[src/rtl/rob_commit_pkg.sv]
// Shared types and sizing for the Gambit ROB retirement stage.
package rob_commit_pkg;

    localparam int RENTRIES = 16;
    localparam int RSLOTS   = 2;
    localparam int RID_W    = $clog2(RENTRIES);

    typedef logic [RID_W-1:0]    rid_t;
    typedef logic [RENTRIES-1:0] rmask_t;
    typedef logic [RSLOTS-1:0]   slot_mask_t;
    typedef logic [2:0]          cnt_t;

    typedef enum logic [1:0] {
        ST_RUN,
        ST_EXC_WAIT,
        ST_FLUSH
    } commit_state_t;

endpackage

[src/rtl/rob_commit_if.sv]
// Retirement bus between the ROB allocation side and the commit stage.
// Optional ROB_COMMIT_PERF_EN adds the commit_total_o counter signal.
interface rob_commit_if;
    import rob_commit_pkg::*;

    rmask_t                 rob_v_i;
    rmask_t                 rob_done_i;
    rmask_t                 rob_exc_i;
    rid_t                   rob_tail_i;
    logic                   exc_ack_i;

    rid_t                   rob_head_o;
    rmask_t                 rob_clr_o;
    slot_mask_t             commit_v_o;
    rid_t [RSLOTS-1:0]      commit_rid_o;
    cnt_t                   commitCnt;
    logic                   exc_req_o;
    rid_t                   exc_rid_o;
`ifdef ROB_COMMIT_PERF_EN
    logic [63:0]            commit_total_o;
`endif

    // Commit stage side.
    modport master (
`ifdef ROB_COMMIT_PERF_EN
        output commit_total_o,
`endif
        input  rob_v_i, rob_done_i, rob_exc_i, rob_tail_i, exc_ack_i,
        output rob_head_o, rob_clr_o, commit_v_o, commit_rid_o, commitCnt,
        output exc_req_o, exc_rid_o
    );

    // Allocation / exception handler side.
    modport slave (
`ifdef ROB_COMMIT_PERF_EN
        input  commit_total_o,
`endif
        output rob_v_i, rob_done_i, rob_exc_i, rob_tail_i, exc_ack_i,
        input  rob_head_o, rob_clr_o, commit_v_o, commit_rid_o, commitCnt,
        input  exc_req_o, exc_rid_o
    );

endinterface

[src/rtl/rob_commit_select.sv]
// Combinational retirement-group selection over the RSLOTS-entry window at head.
module rob_commit_select
    import rob_commit_pkg::*;
(
    input  rid_t       head,
    input  rmask_t     valid,
    input  rmask_t     done,
    input  rmask_t     exc,
    output slot_mask_t retire,
    output cnt_t       count,
    output logic       exc_head
);

    logic open;
    rid_t e;

    // Walk the window in order; the first entry that cannot retire closes the group.
    always_comb begin
        open   = 1'b1;
        e      = head;
        retire = '0;
        count  = '0;
        for (int k = 0; k < RSLOTS; k++) begin
            e = head + rid_t'(k);
            if (open && valid[e] && done[e] && !exc[e]) begin
                retire[k] = 1'b1;
                count     = count + cnt_t'(1);
            end else begin
                open = 1'b0;
            end
        end
        exc_head = valid[head] && done[head] && exc[head];
    end

endmodule

[src/rtl/rob_commit.sv]
// In-order ROB retirement stage: retire FSM, head pointer and registered outputs.
// Optional ROB_COMMIT_PERF_EN adds a 64-bit retirement counter on commit_total_o.
module rob_commit
    import rob_commit_pkg::*;
(
    input  logic          clk,
    input  logic          rst,
    rob_commit_if.master  bus
);

    commit_state_t     state, state_d;
    rid_t              head_q, head_d;
    rmask_t            clr_q, clr_d;
    slot_mask_t        cv_q, cv_d;
    rid_t [RSLOTS-1:0] rid_q, rid_d;
    cnt_t              cnt_q, cnt_d;
    logic              req_q, req_d;
    rid_t              erid_q, erid_d;

    rmask_t            valid_eff;
    slot_mask_t        retire;
    cnt_t              count;
    logic              exc_head;
    rid_t              slot_e;

    // Entries cleared last edge may still read valid upstream this cycle; hide them.
    assign valid_eff = bus.rob_v_i & ~clr_q;

    rob_commit_select u_select (
        .head     (head_q),
        .valid    (valid_eff),
        .done     (bus.rob_done_i),
        .exc      (bus.rob_exc_i),
        .retire   (retire),
        .count    (count),
        .exc_head (exc_head)
    );

    // State, head and output registers.
    always_ff @(posedge clk) begin
        if (rst) begin
            state  <= ST_RUN;
            head_q <= '0;
            clr_q  <= '0;
            cv_q   <= '0;
            rid_q  <= '0;
            cnt_q  <= '0;
            req_q  <= 1'b0;
            erid_q <= '0;
        end else begin
            state  <= state_d;
            head_q <= head_d;
            clr_q  <= clr_d;
            cv_q   <= cv_d;
            rid_q  <= rid_d;
            cnt_q  <= cnt_d;
            req_q  <= req_d;
            erid_q <= erid_d;
        end
    end

    // Next-state: an exception at head parks in EXC_WAIT until acked, then one flush cycle.
    always_comb begin
        state_d = state;
        case (state)
            ST_RUN:      if (exc_head) state_d = ST_EXC_WAIT;
            ST_EXC_WAIT: if (bus.exc_ack_i) state_d = ST_FLUSH;
            ST_FLUSH:    state_d = ST_RUN;
            default:     state_d = ST_RUN;
        endcase
    end

    // Next output values; retirement pulses default to zero every cycle.
    always_comb begin
        head_d = head_q;
        clr_d  = '0;
        cv_d   = '0;
        rid_d  = '0;
        cnt_d  = '0;
        req_d  = req_q;
        erid_d = erid_q;
        slot_e = head_q;
        case (state)
            ST_RUN: begin
                cv_d   = retire;
                cnt_d  = count;
                head_d = head_q + rid_t'(count);
                for (int k = 0; k < RSLOTS; k++) begin
                    slot_e = head_q + rid_t'(k);
                    if (retire[k]) begin
                        rid_d[k]      = slot_e;
                        clr_d[slot_e] = 1'b1;
                    end
                end
                if (exc_head) begin
                    req_d  = 1'b1;
                    erid_d = head_q;
                end
            end
            ST_EXC_WAIT: begin
                if (bus.exc_ack_i) req_d = 1'b0;
            end
            ST_FLUSH: begin
                clr_d  = bus.rob_v_i;
                head_d = bus.rob_tail_i;
            end
            default: ;
        endcase
    end

    assign bus.rob_head_o   = head_q;
    assign bus.rob_clr_o    = clr_q;
    assign bus.commit_v_o   = cv_q;
    assign bus.commit_rid_o = rid_q;
    assign bus.commitCnt    = cnt_q;
    assign bus.exc_req_o    = req_q;
    assign bus.exc_rid_o    = erid_q;

`ifdef ROB_COMMIT_PERF_EN
    logic [63:0] total_q;

    // Running sum of the per-cycle retirement count, wrapping at 2^64.
    always_ff @(posedge clk) begin
        if (rst) total_q <= '0;
        else     total_q <= total_q + 64'(cnt_q);
    end

    assign bus.commit_total_o = total_q;
`endif

endmodule

[src/flat_wrapper.sv]
// flat-port wrapper written by rule: the top's interface ports become plain ports
module rob_commit_flat import rob_commit_pkg::*;
  (clk, rst, bus_rob_v_i, bus_rob_done_i, bus_rob_exc_i, bus_rob_tail_i, bus_exc_ack_i, bus_rob_head_o, bus_rob_clr_o, bus_commit_v_o, bus_commit_rid_o, bus_commitCnt, bus_exc_req_o, bus_exc_rid_o);
  rob_commit_if bus_i ();
  input  logic clk;
  input  logic rst;
  input wire logic [$bits(bus_i.rob_v_i)-1:0] bus_rob_v_i;
  input wire logic [$bits(bus_i.rob_done_i)-1:0] bus_rob_done_i;
  input wire logic [$bits(bus_i.rob_exc_i)-1:0] bus_rob_exc_i;
  input wire logic [$bits(bus_i.rob_tail_i)-1:0] bus_rob_tail_i;
  input wire logic [$bits(bus_i.exc_ack_i)-1:0] bus_exc_ack_i;
  output wire logic [$bits(bus_i.rob_head_o)-1:0] bus_rob_head_o;
  output wire logic [$bits(bus_i.rob_clr_o)-1:0] bus_rob_clr_o;
  output wire logic [$bits(bus_i.commit_v_o)-1:0] bus_commit_v_o;
  output wire logic [$bits(bus_i.commit_rid_o)-1:0] bus_commit_rid_o;
  output wire logic [$bits(bus_i.commitCnt)-1:0] bus_commitCnt;
  output wire logic [$bits(bus_i.exc_req_o)-1:0] bus_exc_req_o;
  output wire logic [$bits(bus_i.exc_rid_o)-1:0] bus_exc_rid_o;
  assign bus_i.rob_v_i = bus_rob_v_i;
  assign bus_i.rob_done_i = bus_rob_done_i;
  assign bus_i.rob_exc_i = bus_rob_exc_i;
  assign bus_i.rob_tail_i = bus_rob_tail_i;
  assign bus_i.exc_ack_i = bus_exc_ack_i;
  assign bus_rob_head_o = bus_i.rob_head_o;
  assign bus_rob_clr_o = bus_i.rob_clr_o;
  assign bus_commit_v_o = bus_i.commit_v_o;
  assign bus_commit_rid_o = bus_i.commit_rid_o;
  assign bus_commitCnt = bus_i.commitCnt;
  assign bus_exc_req_o = bus_i.exc_req_o;
  assign bus_exc_rid_o = bus_i.exc_rid_o;
  rob_commit u_core (.clk(clk), .rst(rst), .bus(bus_i));
endmodule
[config.mk]
export PLATFORM = sky130hd
export DESIGN_NAME = rob_commit_flat
export DESIGN_NICKNAME = d
export VERILOG_FILES = /design/src/rtl/rob_commit_pkg.sv /design/src/rtl/rob_commit_if.sv /design/src/rtl/rob_commit_select.sv /design/src/rtl/rob_commit.sv /design/src/flat_wrapper.sv
export SDC_FILE = /design/constraint.sdc
export NUM_CORES = 1
export LEC_CHECK = 0
export BUFFER_PORTS_ARGS = -buffer_cell sky130_fd_sc_hd__buf_2
export CAP_MARGIN = 10
export CORE_ASPECT_RATIO = 2
export CORE_UTILIZATION = 50
export CTS_BUF_LIST = sky130_fd_sc_hd__clkbuf_4 sky130_fd_sc_hd__clkbuf_8 sky130_fd_sc_hd__clkbuf_16
export DETAILED_ROUTE_END_ITERATION = 7
export PLACE_DENSITY = 0.8
export SYNTH_ARGS = -nofsm -noshare
export SYNTH_HDL_FRONTEND = slang
export SYNTH_SLANG_ARGS = --single-unit
[constraint.sdc]
create_clock -name clk -period 4.6 [get_ports clk]
set_input_delay 0.92 -clock clk [delete_from_list [all_inputs] [get_ports clk]]
set_output_delay 0.92 -clock clk [all_outputs]
set_load 0.005 [all_outputs]
* After elaboration in Yosys (flattened, before gate mapping)
Cells that the tools add are included.
** Storage, ports and cells
- Bits in read-only memories :: 0
- Flip-flop bits (word level) :: 40
- Memories kept :: 0
- Latch bits :: 0
- Output and inout port bits :: 38
- Memory bits (writable) :: 0
- Input bits :: 55
- Logic and storage cells :: 76
** Operators by class
- Muxes and demuxes :: 31
- Shifts and indexed selects :: 0
- Equality and inequality tests :: 4
- $add $sub $neg :: 3
- Reductions and logical operators :: 19
- Bitwise logic cells :: 6
- Div/mod/pow operators :: 0
- $lt $le $gt $ge :: 4
- Multiply operators :: 0
** Operator list (number)
- $mux W16 :: 3
- $pmux W16 S2 :: 1
- $bmux W1 S4 :: 6
- $and A16 B16 Y16 :: 1
- $not A16 Y16 :: 1
- $or A16 B16 Y16 :: 1
- $mux W1 :: 13
- $lt A4 B5 Y1 const B :: 2
- $demux W1 S4 :: 2
- $ge A4 B1 Y1 const B :: 2
- $logic_and A1 B1 Y1 :: 8
- $pmux W4 S2 :: 1
- $reduce_or A3 Y1 :: 2
- $add A4 B1 Y4 const B :: 1
- $add A4 B3 Y4 :: 1
- $mux W2 :: 2
- $pmux W2 S2 :: 1
- $reduce_and A2 Y1 :: 2
- $reduce_bool A2 Y1 :: 2
- $add A3 B1 Y3 const B :: 1
- $mux W3 :: 1
- $not A1 Y1 :: 3
- $reduce_and A3 Y1 :: 1
- $eq A2 B1 Y1 const B :: 1
- 7 further kinds :: 8

* Longest topological paths before layout
Gate-level depths: netlist of the first run.
- Depth after elaboration :: 13
- Depth in mapped cells :: 21
- Depth with buffers taken out :: 17

* By module
From an unflattened synthesis of the first run, not the netlist that was laid out.
** Second synthesis, totals
- Cells, all modules :: 314
- Area, all modules :: 2820.2 µm²
** Modules (own cells, without submodules)
- rob_commit :: times used 1, sequential area each 800.8 µm², cells an instance 217, area each 1900.6 µm²
- rob_commit_select :: times used 1, sequential area each 0.0 µm², cells an instance 97, area each 919.6 µm²

* Worst setup path before layout of the first run
OpenSTA, ideal clock, no wires.
- Path kind :: register to register
- Start point :: reg u_core.head_q[1], in the netlist u_core.bus.rob_head_o[1]
- End point :: reg u_core.head_q[2], in the netlist u_core.bus.rob_head_o[2]
- Stages on the path, launching flop included :: 19
- Path slack :: 660 ps
- Data required time :: 4472 ps
- Arrival :: 3812 ps
- Buffers on the path :: 3
- Setup time :: 128 ps
- Clock period less this slack :: 3940 ps
- Cells stage by stage :: dfxtp_1 -> buf_2 -> inv_1 -> ha_1 -> clkbuf_1 -> clkbuf_1 -> mux4_2 -> a211oi_1 -> nand3_1 -> o211a_1 -> nor3_1 -> ha_1 -> ha_1 -> inv_1 -> fa_1 -> a21oi_1 -> nor2_1 -> a221oi_1 -> nor2_1
** On the way
- Elaborated cells on any way between the ends :: 26
- Those cells by class :: add/sub: 3; mux: 16; reduce/logical: 7
** RTL lines
- start, declared :: line rob_commit.sv:12 : rid_t head_q, head_d;
- start signal, assigned :: line rob_commit.sv:43 : head_q <= '0;
- start signal, assigned :: line rob_commit.sv:52 : head_q <= head_d;
- $add A4 B1 Y4 * :: line rob_commit_select.sv:24 : e = head + rid_t'(k);
- net u_core.u_select.e[1] :: line rob_commit_select.sv:15 : rid_t e;
- $bmux W1 S4 :: line rob_commit_select.sv:25 : if (open && valid[e] && done[e] && !exc[e]) begin
- $mux W1 (implied by the code) :: line rob_commit_select.sv:25
- $logic_and A1 B1 Y1 (2 in a row) :: line rob_commit_select.sv:25
- $logic_and A1 B1 Y1 * :: line rob_commit_select.sv:25
- $mux W3 * :: line rob_commit_select.sv:25
- net u_core.count[0] :: line rob_commit.sv:22 : cnt_t count;
- $add A4 B3 Y4 * :: line rob_commit.sv:87 : head_d = head_q + rid_t'(count);
- $pmux W4 S2 * :: line rob_commit.sv:83 : case (state)
The timed path passes the listed nets; every way through them passes the cells marked *. The select of a mux whose other input is x is not followed.
A chain may end at the register's enable or synchronous reset.

* Final worst setup path of the first run
- Start point :: reg u_core.head_q[0], in the netlist u_core.bus.rob_head_o[0]
- End point :: reg u_core.head_q[2], in the netlist u_core.bus.rob_head_o[2]
Same word-level chain as after synthesis.

==> results.toml, run 1 <==
[power_and_ir_drop]
internal_power_w = 0.000755
p_per_area_mw_per_mm2 = 405
p_sw_share_pct = 40.4
power_frac_seq_pct = 32.4
pwr-share-comb_pct = 48.9
p_clk_share_pct = 18.7
ir_drop_v = 0.000332
finalPower_w = 0.00127
power.switching_w = 0.000512
p_leak_nw = 1.39

[logic_synthesis]
synth_commonest_cells = "39 x dfxtp_1, 25 x nor2_1, 12 x inv_1"
ys_async_sr_fraction_pct = 0
yosysSeqAreaShare_pct = 30.2
ys.flop_type = "dfxtp_1"
synth-edff-count = 0
syn-num-nets = 340
syn_area_per_cell_um2 = 9.43
synth_most_common_cell = "dfxtp_1"
synth_top_area_cell = "dfxtp_1"
synthCells = 274
synth_area_leaders = "dfxtp_1 30%, mux4_2 6.1%, ha_1 4.8%"
synth_top_cell_area_share_pct = 30.2
ys_warn_count = 0
synth_cell_type_count = 67
synth-seq-cells = 39
netlist_area_mm2 = 0.00258

[detailed_routing]
avgViaCountPerCell = 6.09
first_iter_violations = 98
dr_total_vias = 2544
drc = 0
postRouteAntennaNets = 0
drt_first_pass_iters = 4
routed_wl_um = 8000
drt-wirelength-per-cell_um = 19.1

[clocking]
ctsHoldBuffers = 0
cts_htree_levels = 2
cts_resized = 0
cts-root-buf = "clkbuf_8"
numCtsBuffers = 5
cts_sinks = 39
cts_tree = "built"
insertion_delay_ns = 0.30
cts_buffer_depth = 2
cts.reportedPaths.clkPinSlew_ns = 0.07
post_cts_buffers = 0

[finish]
antenna_cells = 0
area_growth_pct = 21.1
final_layout_size_suffix_gt1_share_pct = 35.7
fin_nets = 426

[floorplanning]
die_y_um = 104
initial_core_util_pct = 52.6
die_w_um = 52.8
die-area_mm2 = 0.00547
boundaryPins = 93
core_area_mm2 = 0.00491
rows = 36

[global_routing]
grt_pass1_wl_um = 12400
antenna_found_initial = 0
grt_max_degree = 20
track_usage_pct = 30.8
grt_overflow = 0
grt_pass1_vias = 2546

[critical_path]
critPathArrivalTime_ns = 4.44
worst_setup_path_end_kind = "register"
crit_path_max_fanout = 16
crit_type = "register to register"
worstSetupStartpointType = "register"
cp.required_ns = 4.78

[placement]
place_congestion = 0.921
post-dp-hpwl_um = 6110
io_buffers = 91

[timing]
hold_violations = 0
finalCritPeriodShare_pct = 92.5
max_freq_ghz = 0.235
fin_skew_ns = 0.0105
slew_headroom_pct = 57.7
fin_crit_ns = 4.25
tightest_slew_ns = 0.634
tns_ns = 0
drv_slew = 0
rsz0062_at_grt = "no"
setup_violations = 0

[status]
status = "completed"

[min_path]
hold_class = "register to register"

[run]
cap_violations = 0
## final timing paths
check / cells past startpoint / to / slack [ns] / start
setup / recovery: 16 / u_core.bus.rob_head_o[2] / 0.35 / u_core.bus.rob_head_o[0]
setup reg to reg: 16 / u_core.bus.rob_head_o[2] / 0.35 / u_core.bus.rob_head_o[0]
hold reg to reg: 2 / u_core.bus.exc_rid_o[2] / 0.50 / u_core.bus.exc_rid_o[2]
hold / removal: 2 / u_core.bus.exc_rid_o[2] / 0.50 / u_core.bus.exc_rid_o[2]
## layer usage
layer	wire (µm)	GRT usage (%)	vias up
met1	2660	31.2	1201
met5	0	0	-
met2	4530	56.4	127
li1	-	-	1187
met3	464	5.58	29
met4	354	14.3	0
## area by class of cell
cell class	count	area, µm²
inverters	15	63.8
flip-flops and latches	39	781
multi-input cells	202	1620
well taps	57	71.3
clock buffers	7	83.8
clock inverters	1	5.00
repair buffers	97	500
fillers	471	1780
## power by group through the flow
stage	sequential [W]	clock, W	combinational, W
final	0.000411	0.000237	0.000619
after global routing	0.000417	0.000259	0.000663
after CTS	0.000410	0.000241	0.000612
after detailed placement	0.000417	0	0.000611
after global placement	0.000416	0	0.000601
after floorplan	0.000407	0	0.000444
## through the flow
step | util [%] | std cells | setup WS, ns | instance area, µm² | hold slack (ns)
floorplan | - | 274 | 0.660 | 2580 | 0.481
global placement | 61.9 | 410 | 0.648 | 3040 | 0.470
detailed placement | 61.9 | 410 | 0.427 | 3040 | 0.488
CTS | 63.7 | 418 | 0.399 | 3130 | 0.508
global route | 63.7 | 418 | 0.144 | 3130 | 0.541
finish | 63.7 | 418 | 0.346 | 3130 | 0.498
## state kept, by name, summed over array words and instances, names as in the netlist
name / cells
u_core.bus.rob_clr_o: 16
u_core.bus.commit_rid_o: 8
u_core.bus.exc_rid_o: 4
u_core.bus.rob_head_o: 4
u_core.bus.commitCnt: 2
u_core.bus.commit_v_o: 2
u_core.state: 2
u_core.bus.exc_req_o: 1
## worst max-delay path, stage by stage, from the launching register on
cell and delay, ns:
dfxtp_1 0.73, inv_4 0.05, ha_1 0.71, mux4_2 0.33
inv_1 0.04, o32ai_1 0.37, nand2_1 0.14, o211a_1 0.25
nor3_1 0.23, ha_1 0.19, ha_1 0.17, inv_1 0.06
fa_1 0.37, a21oi_1 0.15, nor2_1 0.05, a221oi_1 0.23
nor2_1 0.06
## cells in the final DEF (no fill, tap or decap), types with 3 or more instances in the layout
master / count
a211oi_1: 5
a21oi_1: 5
a22o_1: 3
a22oi_1: 7
a32oi_1: 8
and2_1: 6
buf_2: 91
buf_4: 6
clkbuf_8: 5
dfxtp_1: 39
ha_1: 10
inv_1: 12
mux2i_1: 7
mux4_2: 7
nand2_1: 11
nand2b_1: 9
nand3_1: 9
nand3b_1: 3
nor2_1: 25
nor2b_1: 11
nor3_1: 4
nor3b_1: 3
nor4b_1: 3
nor4bb_1: 6
o21ai_0: 11
o21ai_1: 5
## cell families after synthesis
kind of cell	count (synthesis)	synth area share, %
AND/OR/NAND/NOR	105	25.0
buffers and inverters	33	6.93
XOR/XNOR	2	1.41
multiplexers	17	11.3
AO/OA/AOI/OAI	66	19.4
other	1	0.145
adder cells (fa/ha/maj)	11	5.62
flip-flops	39	30.2
(Power assumes the default switching activity.)
==> run 2, diff against run 1 <==
--- a/config.mk
+++ b/config.mk
@@ -7,11 +7,14 @@
 export LEC_CHECK = 0
 export BUFFER_PORTS_ARGS = -buffer_cell sky130_fd_sc_hd__buf_2
 export CAP_MARGIN = 10
+export CELL_PAD_IN_SITES_DETAIL_PLACEMENT = 0
+export CELL_PAD_IN_SITES_GLOBAL_PLACEMENT = 2
 export CORE_ASPECT_RATIO = 2
-export CORE_UTILIZATION = 50
+export CORE_UTILIZATION = 29
 export CTS_BUF_LIST = sky130_fd_sc_hd__clkbuf_4 sky130_fd_sc_hd__clkbuf_8 sky130_fd_sc_hd__clkbuf_16
 export DETAILED_ROUTE_END_ITERATION = 7
-export PLACE_DENSITY = 0.8
+export GPL_TIMING_DRIVEN = 0
+export PLACE_DENSITY_LB_ADDON = 0.1
 export SYNTH_ARGS = -nofsm -noshare
 export SYNTH_HDL_FRONTEND = slang
 export SYNTH_SLANG_ARGS = --single-unit
==> results.toml, run 2 (synthesis gave the netlist of run 1 again) <==
[power_and_ir_drop]
ir_drop_v = 0.000245
p_leak_nw = 1.47
p_per_area_mw_per_mm2 = 461
finalPower_w = 0.00155

[detailed_routing]
drt_first_pass_iters = 4
met2_length_um = 5760
postRouteAntennaNets = 0
first_iter_violations = 131
dr_total_vias = 2592
wl_met1_um = 3410
avgViaCountPerCell = 5.48
drt-wirelength-per-cell_um = 21.1
dr.max_layer_used = "met4"
drc = 0
wl_met3_um = 428
routed_wl_um = 10000

[timing]
max_freq_ghz = 0.231
fin_crit_ns = 4.34
hold_violations = 0
drv_slew = 0
rsz0062_at_grt = "no"
finalCritPeriodShare_pct = 94.3
tightest_slew_ns = 0.606
hold_ws_ns = 0.494
tns_ns = 0
slew_headroom_pct = 59.6
setup_violations = 0
fin_skew_ns = 0.00587

[finish]
final_cell_mix = "92 x buf_2, 37 x dfxtp_1, 25 x nor2_1"
area_growth_pct = 30.4
largest_reg_flops = 16
final_layout_size_suffix_gt1_share_pct = 36.7
final_common_cell = "buf_2"
final_area_mm2 = 0.00337
fin_nets = 438
antenna_cells = 0
final_core_util_pct = 38.9

[global_routing]
antenna_found_initial = 0
grt_max_degree = 14
grt_pass1_wl_um = 14600
track_usage_pct = 22.8
grt_overflow = 0
grt_pass1_vias = 2600

[clocking]
cts.reportedPaths.clkPinSlew_ns = 0.06
cts-root-buf = "clkbuf_16"
ctsHoldBuffers = 0
cts_tree = "built"
insertion_delay_ns = 0.29
numCtsBuffers = 5
cts_buffer_depth = 2
cts_htree_levels = 2
cts_sinks = 39

[floorplanning]
die_w_um = 68.7
die_y_um = 135
rows = 48
boundaryPins = 93
initial_core_util_pct = 29.9
core_area_mm2 = 0.00865
die-area_mm2 = 0.00931

[critical_path]
slowest_stage = "dfxtp_4"
max_stage_delay_ns = 0.44
crit_path_max_fanout = 10
worstSetupStartpointType = "register"
crit_chain = "buf_4 -> clkinvlp_4 -> ha_4 -> clkbuf_4 -> mux4_2 -> a211oi_1 -> nand3_1 -> o211a_1 -> nor3_1 -> ha_1 -> ha_1 -> inv_1 -> fa_1 -> nor2_1 -> a211oi_1 -> a211oi_1"
worst_setup_path_end_kind = "register"
crit_top_cell = "a211oi_1"
crit_type = "register to register"
path_buf_inv = 4
critPathTopFamily = "adder cells"
cp.required_ns = 4.79
critPathArrivalTime_ns = 4.53

[placement]
place_area_mm2 = 0.00316
io_buffers = 91
place_congestion = 0.893
post-dp-hpwl_um = 7840

[min_path]
hold_class = "register to register"

[status]
status = "completed"

[run]
cap_violations = 0
## run 2: final cells by class
class / count / area (µm²)
buffer: 17 / 118
clock buffer: 6 / 139
clock inverter: 2 / 35.0
fill: 945 / 5280
inverter: 15 / 67.6
multi-input combinational: 202 / 1640
sequential: 39 / 786
tap: 100 / 125
timing repair buffer: 92 / 463
## run 2: repair_timing
action	4_1_cts	5_1_grt
buffers inserted	1	0
resized for setup	6	3
endpoints found under the setup margin	5	2
endpoints found under the hold margin	0	0
## run 2: worst reg2reg max path, cell delays in order, from the launching register on
cell and delay [ns]:
dfxtp_4 0.44, buf_4 0.26, clkinvlp_4 0.20, ha_4 0.39, clkbuf_4 0.26, mux4_2 0.37, a211oi_1 0.27, nand3_1 0.20
o211a_1 0.22, nor3_1 0.27, ha_1 0.30, ha_1 0.20, inv_1 0.07, fa_1 0.43, nor2_1 0.11, a211oi_1 0.06
a211oi_1 0.20
## run 2: routing by layer
metal  up-vias  track usage [%]
met3        24             3.62
met2        86             42.8
met4         0             12.5
met1      1268             22.1
li1       1214                -
met5         -                0
## run 2: path summary, 6_finish.rpt
path / slack (ns) / cells past startpoint / end / startpoint
worst max register to register: 0.26 / 16 / u_core.bus.rob_head_o[1] / u_core.bus.rob_head_o[1]
worst min-delay path: 0.49 / 2 / u_core.bus.exc_rid_o[0] / u_core.bus.exc_rid_o[0]
worst max-delay path: 0.26 / 16 / u_core.bus.rob_head_o[1] / u_core.bus.rob_head_o[1]
worst min register to register: 0.49 / 2 / u_core.bus.exc_rid_o[0] / u_core.bus.exc_rid_o[0]
## run 2: stage by stage
step	std cells	setup slack (ns)
after floorplan	274	0.660
after global placement	465	-0.995
after detailed placement	465	-0.962
after CTS	473	0.0193
after global routing	473	0.0353
final	473	0.263
## run 2: power by group
part | internal, W | total (W) | switching, W
Combinational | 0.000305 | 0.000723 | 0.000418
Sequential | 0.000373 | 0.000411 | 0.0000381
Clock | 0.000270 | 0.000418 | 0.000148
==> run 3, diff against run 2 <==
--- a/config.mk
+++ b/config.mk
@@ -5,16 +5,18 @@
 export SDC_FILE = /design/constraint.sdc
 export NUM_CORES = 1
 export LEC_CHECK = 0
+export ABC_AREA = 1
 export BUFFER_PORTS_ARGS = -buffer_cell sky130_fd_sc_hd__buf_2
 export CAP_MARGIN = 10
 export CELL_PAD_IN_SITES_DETAIL_PLACEMENT = 0
 export CELL_PAD_IN_SITES_GLOBAL_PLACEMENT = 2
 export CORE_ASPECT_RATIO = 2
-export CORE_UTILIZATION = 29
+export CORE_UTILIZATION = 26
 export CTS_BUF_LIST = sky130_fd_sc_hd__clkbuf_4 sky130_fd_sc_hd__clkbuf_8 sky130_fd_sc_hd__clkbuf_16
 export DETAILED_ROUTE_END_ITERATION = 7
 export GPL_TIMING_DRIVEN = 0
 export PLACE_DENSITY_LB_ADDON = 0.1
+export RECOVER_POWER = 25
 export SYNTH_ARGS = -nofsm -noshare
 export SYNTH_HDL_FRONTEND = slang
 export SYNTH_SLANG_ARGS = --single-unit
==> results.toml, run 3 <==
[logic_synthesis]
ys.flop_type = "dfxtp_1"
synth_area_leaders = "dfxtp_1 27%, nand2_1 22%, nand3_1 12%"
synth_top_cell_area_share_pct = 26.5
synthCells = 500
synth_top_area_cell = "dfxtp_1"
synth_cell_type_count = 32
netlist_area_mm2 = 0.00294
ys_warn_count = 0
syn-num-nets = 566
ys_async_sr_fraction_pct = 0
syn_area_per_cell_um2 = 5.88
synth_commonest_cells = "176 x nand2_1, 71 x nand3_1, 66 x inv_1"
synth-edff-count = 0
synth_most_common_cell = "nand2_1"
yosysSeqAreaShare_pct = 26.5
synth-seq-cells = 39

[clocking]
cts_resized = 0
cts.reportedPaths.clkPinSlew_ns = 0.06
post_cts_buffers = 0
cts_htree_levels = 2
cts_buffer_depth = 2
cts_sinks = 39
ctsHoldBuffers = 0
numCtsBuffers = 5
cts_tree = "built"
insertion_delay_ns = 0.29
cts-root-buf = "clkbuf_16"

[finish]
final_layout_size_suffix_gt1_share_pct = 21.5
antenna_cells = 0
final_common_cell = "nand2_1"
area_growth_pct = 27.1
final_cell_mix = "176 x nand2_1, 89 x buf_2, 71 x nand3_1"
largest_reg_flops = 16
fin_nets = 664

[min_path]
hold_class = "register to register"

[power_and_ir_drop]
p_per_area_mw_per_mm2 = 483
ir_drop_v = 0.000239
p_leak_nw = 2.03

[critical_path]
crit_top_cell = "inv_1"
worst_setup_path_end_kind = "register"
cp.required_ns = 4.79
crit_chain = "inv_1 -> buf_2 -> ha_1 -> buf_2 -> inv_1 -> nand3_1 -> nand3_1 -> nand2_1 -> nor2_1 -> nor2_4 -> nand2_4 -> inv_1 -> ha_1 -> ha_1 -> inv_1 -> fa_1 -> o21ai_0 -> o21ai_0 -> inv_1"
worstSetupStartpointType = "register"
crit_type = "register to register"
path_buf_inv = 7
critPathTopFamily = "buffers and inverters"
critPathArrivalTime_ns = 4.32
max_stage_delay_ns = 0.48
slowest_stage = "buf_2"
crit_path_max_fanout = 14

[detailed_routing]
drt_first_pass_iters = 5
drc = 0
dr_total_vias = 3390
drt-wirelength-per-cell_um = 16.8
first_iter_violations = 146
avgViaCountPerCell = 4.59
postRouteAntennaNets = 0
routed_wl_um = 12400

[floorplanning]
die_y_um = 152
core_area_mm2 = 0.0109
boundaryPins = 93
die-area_mm2 = 0.0118
rows = 54
die_w_um = 77.2
initial_core_util_pct = 26.9

[global_routing]
grt_overflow = 0
track_usage_pct = 21.8
grt_pass1_wl_um = 19000
grt_pass1_vias = 3366
grt_max_degree = 15
antenna_found_initial = 0

[placement]
place_congestion = 0.906
post-dp-hpwl_um = 9810
io_buffers = 91

[status]
status = "completed"

[timing]
fin_skew_ns = 0.00450
hold_violations = 0
tightest_slew_ns = 0.842
finalCritPeriodShare_pct = 89.9
drv_slew = 0
hold_ws_ns = 0.465
setup_violations = 0
rsz0062_at_grt = "no"
slew_headroom_pct = 43.7
max_freq_ghz = 0.242
tns_ns = 0
fin_crit_ns = 4.14

[run]
cap_violations = 0
[run 3: cell types whose count changed in the layout (fill, tap and decap cells not counted), moves of 9 or more]
| cell | before | now |
|---|---|---|
| inv_1 | 11 | 66 |
| nand2_1 | 11 | 176 |
| nand2b_1 | 9 | 0 |
| nand3_1 | 9 | 71 |
| nor2_1 | 25 | 64 |
| nor2b_1 | 11 | 0 |
[run 3: where the power goes]
group	internal [W]	switching, W
Combinational	0.000324	0.000661
Clock	0.000270	0.000152
Sequential	0.000374	0.0000248
[run 3: worst register-to-register path, cell delays in order (launching register included)]
cell and delay, ns:
dfxtp_1 0.41, inv_1 0.32, buf_2 0.48, ha_1 0.33, buf_2 0.18, inv_1 0.24, nand3_1 0.14, nand3_1 0.10
nand2_1 0.07, nor2_1 0.21, nor2_4 0.10, nand2_4 0.12, inv_1 0.06, ha_1 0.29, ha_1 0.17, inv_1 0.06
fa_1 0.48, o21ai_0 0.08, o21ai_0 0.15, inv_1 0.05
[run 3: path summary, 6_finish.rpt]
path / end / slack [ns] / from / depth (start not counted)
setup / recovery: u_core.bus.rob_head_o[1] / 0.46 / u_core.bus.rob_head_o[1] / 19
hold / removal: u_core.bus.exc_req_o / 0.47 / u_core.bus.exc_req_o / 2
setup reg to reg: u_core.bus.rob_head_o[1] / 0.46 / u_core.bus.rob_head_o[1] / 19
hold reg to reg: u_core.bus.exc_req_o / 0.47 / u_core.bus.exc_req_o / 2
[run 3: final cells by class]
cell class                      instances  area (µm²)
Sequential cell                        39         781
Tap cell                              140         175
Buffer                                 18         140
Fill cell                            1318        7210
Timing Repair Buffer                   91         448
Clock buffer                            6         139
Multi-Input combinational cell        372        1750
Clock inverter                          2        35.0
Inverter                               71         272
[run 3: kinds of logic (layout without fill, tap and decap cells)]
| logic type | after synthesis | in the layout | share of synthesized area (%) |
|---|---|---|---|
| other | 1 | 1 | 0.127 |
| AO/OA/AOI/OAI | 32 | 32 | 6.59 |
| buffers and inverters | 89 | 188 | 14.0 |
| XOR/XNOR | 2 | 2 | 0.596 |
| flip-flops | 39 | 39 | 26.5 |
| AND/OR/NAND/NOR | 326 | 326 | 47.2 |
| adder cells (fa/ha/maj) | 11 | 11 | 4.93 |
[run 3: through the flow]
stage	setup slack (ns)	std cells	utilization, %	power (W)	instance area, µm²
3_5_place_dp	0.431	731	32.6	0.00140	3570
6_report	0.463	739	34.2	0.00181	3740
2_1_floorplan	1.37	500	-	0.00106	2940
5_1_grt	0.122	739	34.2	0.00194	3740
4_1_cts	0.402	739	34.2	0.00183	3750
3_3_place_gp	0.370	731	32.6	0.00140	3570
[run 3: routing by layer]
metal	up-vias	wire length [µm]	GRT usage (%)
met5	-	0	0
met4	0	501	10.7
met3	21	419	1.86
met2	98	7000	43.8
met1	1537	4480	21.2
li1	1734	-	-
